## config.mk

```make
export PLATFORM = sky130hd
export DESIGN_NAME = seq_scan_ctrl
export DESIGN_NICKNAME = d
export VERILOG_FILES = /design/src/rtl/seq_scan_ctrl.sv
export SDC_FILE = /design/constraint.sdc
export NUM_CORES = 1
export LEC_CHECK = 0
export CAP_MARGIN = 20
export CORE_MARGIN = 5
export CORE_UTILIZATION = 43
export CTS_BUF_LIST = sky130_fd_sc_hd__clkbuf_4
export DETAILED_ROUTE_END_ITERATION = 10
export PLACE_DENSITY = 0.7
export SYNTH_ARGS = -nofsm -noshare
export SYNTH_HDL_FRONTEND = slang
export SYNTH_SLANG_ARGS = --single-unit
```

## constraint.sdc

```tcl
create_clock -name clk -period 2.6 [get_ports clk]
set_clock_uncertainty 0.1 [all_clocks]
set_input_delay 0.26 -clock clk [delete_from_list [all_inputs] [get_ports clk]]
set_output_delay 0.26 -clock clk [all_outputs]
set_load 0.05 [all_outputs]
```

## src/rtl/seq_scan_ctrl.sv

```systemverilog
// Word-fed scan controller: shifts each accepted word MSB-first into a
// programmable-length Moore pattern matcher and counts matches per scan.
module seq_scan_ctrl #(
  parameter int WORD_W  = 8,
  parameter int PAT_MAX = 4,
  parameter int CNT_W   = 8
) (
  input  logic                           clk,
  input  logic                           rst,
  input  logic                           start,
  input  logic [PAT_MAX-1:0]             cfg_pattern,
  input  logic [$clog2(PAT_MAX+1)-1:0]   cfg_len,
  input  logic                           cfg_overlap,
  input  logic                           word_valid,
  input  logic [WORD_W-1:0]              word_data,
  input  logic                           word_last,
  output logic                           word_ready,
  output logic                           busy,
  output logic                           match,
  output logic [CNT_W-1:0]               match_count,
  output logic                           done,
  output logic                           err
);

  localparam int LEN_W = $clog2(PAT_MAX + 1);
  localparam int IDX_W = (WORD_W > 1) ? $clog2(WORD_W) : 1;

  typedef enum logic [1:0] {IDLE, LOAD, SHIFT, DONE} state_t;

  state_t             state;
  logic [PAT_MAX-1:0] pat;
  logic [PAT_MAX-1:0] hist;
  logic [PAT_MAX-1:0] new_hist;
  logic [PAT_MAX-1:0] mask;
  logic [LEN_W-1:0]   len;
  logic [LEN_W-1:0]   bits_seen;
  logic [LEN_W-1:0]   seen_sat;
  logic [LEN_W:0]     seen_inc;
  logic               overlap;
  logic [WORD_W-1:0]  word;
  logic               last;
  logic [IDX_W-1:0]   idx;
  logic               hit;
  logic               cfg_ok;

  assign word_ready = (state == LOAD);
  assign busy       = (state != IDLE);
  assign done       = (state == DONE);

  // Only the low len bits of the history take part in the comparison.
  always_comb begin
    cfg_ok   = (cfg_len != '0) && (cfg_len <= LEN_W'(PAT_MAX));
    new_hist = {hist[PAT_MAX-2:0], word[idx]};
    seen_inc = {1'b0, bits_seen} + (LEN_W+1)'(1);
    seen_sat = (seen_inc > (LEN_W+1)'(PAT_MAX)) ? LEN_W'(PAT_MAX) : seen_inc[LEN_W-1:0];
    mask     = '0;
    for (int i = 0; i < PAT_MAX; i++) begin
      mask[i] = (LEN_W'(i) < len);
    end
    hit = (seen_inc >= {1'b0, len}) && ((new_hist & mask) == (pat & mask));
  end

  always_ff @(posedge clk or posedge rst) begin
    if (rst) begin
      state       <= IDLE;
      pat         <= '0;
      len         <= '0;
      overlap     <= 1'b0;
      hist        <= '0;
      bits_seen   <= '0;
      word        <= '0;
      last        <= 1'b0;
      idx         <= '0;
      match       <= 1'b0;
      match_count <= '0;
      err         <= 1'b0;
    end else begin
      match <= 1'b0;
      err   <= 1'b0;
      case (state)
        IDLE: begin
          if (start) begin
            if (cfg_ok) begin
              pat         <= cfg_pattern;
              len         <= cfg_len;
              overlap     <= cfg_overlap;
              match_count <= '0;
              hist        <= '0;
              bits_seen   <= '0;
              state       <= LOAD;
            end else begin
              err <= 1'b1;
            end
          end
        end
        LOAD: begin
          if (word_valid) begin
            word  <= word_data;
            last  <= word_last;
            idx   <= IDX_W'(WORD_W - 1);
            state <= SHIFT;
          end
        end
        SHIFT: begin
          hist <= new_hist;
          if (hit) begin
            match <= 1'b1;
            if (match_count != '1) begin
              match_count <= match_count + CNT_W'(1);
            end
            // Non-overlapping mode forgets the bits that formed this match.
            bits_seen <= overlap ? seen_sat : '0;
          end else begin
            bits_seen <= seen_sat;
          end
          if (idx == '0) begin
            state <= last ? DONE : LOAD;
          end else begin
            idx <= idx - IDX_W'(1);
          end
        end
        DONE: begin
          state <= IDLE;
        end
        default: begin
          state <= IDLE;
        end
      endcase
    end
  end

endmodule

```

== Word-level counts from Yosys, hierarchy flattened ==
Cells that the tools add are included.
Widths: inputs -> output; s select.
Operators by class
  add/subtract/negate cells: 3
  order comparisons: 8
  equal/unequal tests: 12
  muxes and demuxes: 30
  bitwise operators: 2
  reductions and logical operators: 14
Operator list (number)
  $mux 8: 4
  $mux 3: 9
  $pmux 3 s2: 3
  $pmux 8 s2: 1
  $ne 2x2->1 const B: 7
  $mux 2: 5
  $reduce_and 3->1: 3
  $add 8x1->8 const B: 1
  $and 4x4->4: 2
  $ne 8x8->1 const B: 1
  $pmux 2 s4: 1
  $lt 1x3->1 const A: 2
  $lt 2x3->1 const A: 2
  $mux 1: 6
  $reduce_bool 2->1: 3
  $reduce_and 5->1: 1
  $add 3x1->4 const B: 1
  $eq 2x2->1 const B: 2
  $eq 4x4->1: 1
  $ge 4x3->1: 1
  $gt 4x3->1 const B: 1
  $lt 3x4->1 const B: 1
  $reduce_and 4->1: 1
  $bmux 1 s3: 1
  other kinds (8): 9
Storage, ports and cells
  bits in registers: 38
  output and inout bits: 13

== Depth between registers and ports, before layout ==
  word-level depth: 7
  depth in mapped cells: 11

== Worst setup path after synthesis ==
Ideal clock, no wire load.
  path kind: reg2reg
  start: register bits_seen[0]
  end: register match_count[4]
  setup time: 0.078 ns
  arrival time: 2.448 ns
  slack: -0.026 ns
  cell stages (with the launch flop): 11
  period minus slack after synthesis: 2.626 ns
  path through: dfrtp_1 -> ha_1 -> xor2_1 -> ha_1 -> a21oi_1 -> nand2_1 -> a31oi_1 -> or4_1 -> buf_2 -> or4_1 -> a21oi_1
Between the ends
  cells in the longest elaborated chain, start to end: 5
Ends and longest elaborated chain
  start, declared: line 36  | logic [LEN_W-1:0] bits_seen;
  start signal, assigned: line 112  | bits_seen <= overlap ? seen_sat : '0;
  start signal, assigned: line 114  | bits_seen <= seen_sat;
  $add 3x1->4: line 54  | seen_inc = {1'b0, bits_seen} + (LEN_W+1)'(1);
  $ge 4x3->1: line 60  | hit = (seen_inc >= {1'b0, len}) && ((new_hist & mask) == (pat & mask));
  $logic_and 1x1->1: line 60
  $ne 2x2->1 (no line)
  $reduce_and 5->1 (no line)
  end signal, assigned: line 109  | match_count <= match_count + CNT_W'(1);
  end, declared: line 20  | output logic [CNT_W-1:0] match_count,
No other way between the ends.
A chain may end at the register's enable or synchronous reset.

== Final worst setup path ==
  start: register bits_seen[0]
  end: register match_count[5]
The elaborated chain is that of the path after synthesis.

==> summary.md <==
| Metric | Value |
|---|---|
| Tmin final | 2590 ps |
| Setup violators final | 0 |
| Post-synth cell types | 41 |
| CTS H-Tree Depth | 2 |
| Initial DRC count | 100 |
| Total CTS buffers | 5 |
| Sequential share of the synthesized area | 48.1% |
| Final #Nets | approximately 270 |
| Peak Freq | 0.386 GHz |
| Via count | around 1600 |
| All-Layer GR Usage | 14.6% |
| Setup TNS | 0 ps |
| Final Slew Violations | 0 |
| Max Cap Viol | 0 |
| Cell Area, Synth | 0.00198 mm2 |
| Die extent in y | slightly below 80 um |
| Fin. Hold Viols | 0 |
| Final worst path period share | 99.5% |
| Initial antenna violation count | 0 |
| Dpl hpwl | 3.09 mm |
| Run status | complete, no violations |
| RSZ-0062 raised after global routing | true |
| Worst setup SP type | flip-flop |
| Hold crit path type | input pin to asynchronous set/reset pin |
| Vias in the first global route | 1589 |
| DRC violations left | 0 |
| DR WL/cell | around 15 um |
| EDFF count, synth | 0 |
| Core ar. | 0.00441 mm2 |
| CP Capture Type | flip-flop |
| Worst-path fanout max | 6 |
| Pleak | 0.00117 uW |
| Synth top area share | 48.1% |
| CTS root buf | clkbuf_4 |
| CTS clock-pin slew for the worst setup and hold paths | about 110 ps |
| Final wirelength | 4.35 mm |
| Final GP Congestion | 0.819 |
| Remaining Overflow, GRT | 0 |
| Clock Latency Late Sink | 340 ps |
| Fill count | 392 |
| Worst-Margin Slew | 534 ps |
| Critical path required time | 2770 ps |
| Fraction of registers with async set/reset | between 90% and 100% |
| Post-synth top area cell | dfrtp_1 |
| Most frequent cells in the layout | nand2_1, dfrtp_1, clkdlybuf4s50_1, o21ai_0, buf_4 |
| Critical Path AT | 2760 ps |
| # IOs | 34 |
| Clock Sinks | 38 |
| Maximum vdd drop | approximately 0.57 mV |
| N_diodes | 0 |
| Antenna viol nets, final | 0 |
| Commonest non-fill, non-tap cell in the layout | nand2_1 |
| Power Density | 1030 mW/mm2 |
| CTS Buffer Depth | 2 |
| PortBufs | 33 |
| Final hold slack | 216 ps |
| DR pass1 iterations | 4 |
| Cell Count, Final, Fillers Out | 299 |
| Sequential cell area | 951 um2 |
| Placed cells | 287 |
| Synth area leaders | dfrtp_1, nand2_1, mux2_2, ha_1, o21ai_0 |
| Cell Rows | 24 |
| Proportion of layout cells with a drive suffix above 1 | 18.2% |
| WS Path Type | flip-flop to flip-flop |
| Most used DFF post-synth | dfrtp_1 |
| Die area | 0.00605 mm2 |
| Vias per cell | roughly 5.5 |
| Post-Syn Instances | 202 |
| Ys Warns | 0 |
| Mapped Nets | 230 |
| DIE WIDTH | 77.8 um |
| Layout area overhead | 28.4% |
| Initial core utilization | 44.8% |
| Multi-input logic area | between 0.001 and 0.0015 mm2 |
| Largest net degree at the start of global routing | 39 |
| Synthesized flop and latch total | 38 |
| CTS tree | yes |
| Mean Syn Cell Area | a little under 10 um2 |
| First-pass GRT wire length | around 7.3 mm |
| Max_slew headroom | 64.4% |
-- cell type report --
class | count | share of cell area, %
tap | 52 | 2.57
multi-input combinational | 149 | 39.8
inverter | 6 | 0.888
sequential | 38 | 37.5
clock inverter | 2 | 0.345
timing repair buffer | 46 | 17.2
clock buffer | 6 | 1.78
-- flip-flops by register name, summed over array words and instances (netlist names) --
signal       flops
err              1
len              3
idx              3
state            2
bits_seen        3
pat              4
word             8
last             1
match            1
match_count      8
overlap          1
hist             3
-- final timing paths --
kind                                 from        endpoint  slack, ps  cells past startpoint
max                          bits_seen[0]  match_count[5]         10                     10
min                                   rst         word[5]        220                      3
max reg2reg                  bits_seen[0]  match_count[5]         10                     10
min reg2reg                          last            last        420                      1
max in group asynchronous             rst  match_count[2]       1830                      3
min in group clk           cfg_pattern[3]          pat[3]        330                      3
-- worst max-delay path, stage by stage (launching register included) --
cell,delay [ps]
dfrtp_1,430
ha_4,170
xor2_1,140
ha_1,330
a21oi_2,60
nand2_1,50
a31oi_1,40
or4_4,580
buf_6,150
or3_4,360
a21oi_2,110
-- per-layer routing --
metal  GRT usage, %  up-vias  wire (um)
li1               -      805          -
met1           20.1      795       1970
met2           22.5       28       2120
met3           4.28        6        193
met4           4.12        0         59
met5              0        -          0
-- repair_timing --
| action | CTS | global route |
|---|---|---|
| hold buffers | 0 | 0 |
| setup buffers | 0 | 4 |
| endpoints found under the setup margin | 6 | 8 |
| hold endpoints to repair | 0 | 0 |
| gates resized for setup | 1 | 12 |
| pin swaps | 0 | 12 |
-- synth_stat cells, types with 2 or more instances --
cell type / n
clkbuf_1: 6
nand3_1: 7
mux2_2: 10
dfrtp_1: 38
nand2b_1: 4
xor2_1: 4
ha_1: 7
or4_1: 2
o31ai_1: 3
or3_1: 5
a22o_1: 4
and3_1: 4
nor2b_1: 3
or2_2: 2
mux2i_1: 4
and2_1: 4
nor2_1: 6
o21ai_0: 13
nand2_1: 39
a21oi_1: 8
inv_1: 6
a31oi_1: 4
-- through the flow --
| stage | worst slack (ps) | util (%) | power [uW] | instance area [um2] |
|---|---|---|---|---|
| 6_report | 11.8 | 57.5 | 2610 | 2540 |
| 5_1_grt | -67.2 | 57.5 | 2810 | 2540 |
| 4_1_cts | 14.2 | 55.6 | 2530 | 2460 |
| 3_5_place_dp | -34.3 | 54.3 | 2200 | 2400 |
| 3_3_place_gp | 43.5 | 54.3 | 2160 | 2400 |
| 2_1_floorplan | 13.3 | - | 1840 | 1980 |
-- cell families (layout without fill, tap and decap cells) --
| logic type | Yosys count | in the layout | synth area share [%] |
|---|---|---|---|
| AOI/OAI and AO/OA | 41 | 41 | 13.6 |
| xor gates and xnor gates | 4 | 4 | 1.77 |
| adders and majority gates | 7 | 7 | 4.43 |
| buffers and inverters | 15 | 60 | 3.29 |
| DFF | 38 | 38 | 48.1 |
| muxes | 15 | 15 | 8.49 |
| and+or+nand+nor | 82 | 82 | 20.3 |
-- power by group --
group	total (uW)	switching [uW]	internal, uW	leakage, uW
clock network	309	197	112	0.0000331
logic	1290	652	638	0.000655
registers	1010	204	805	0.000480
total	2610	1050	1560	0.00117
(Power assumes the default switching activity.)
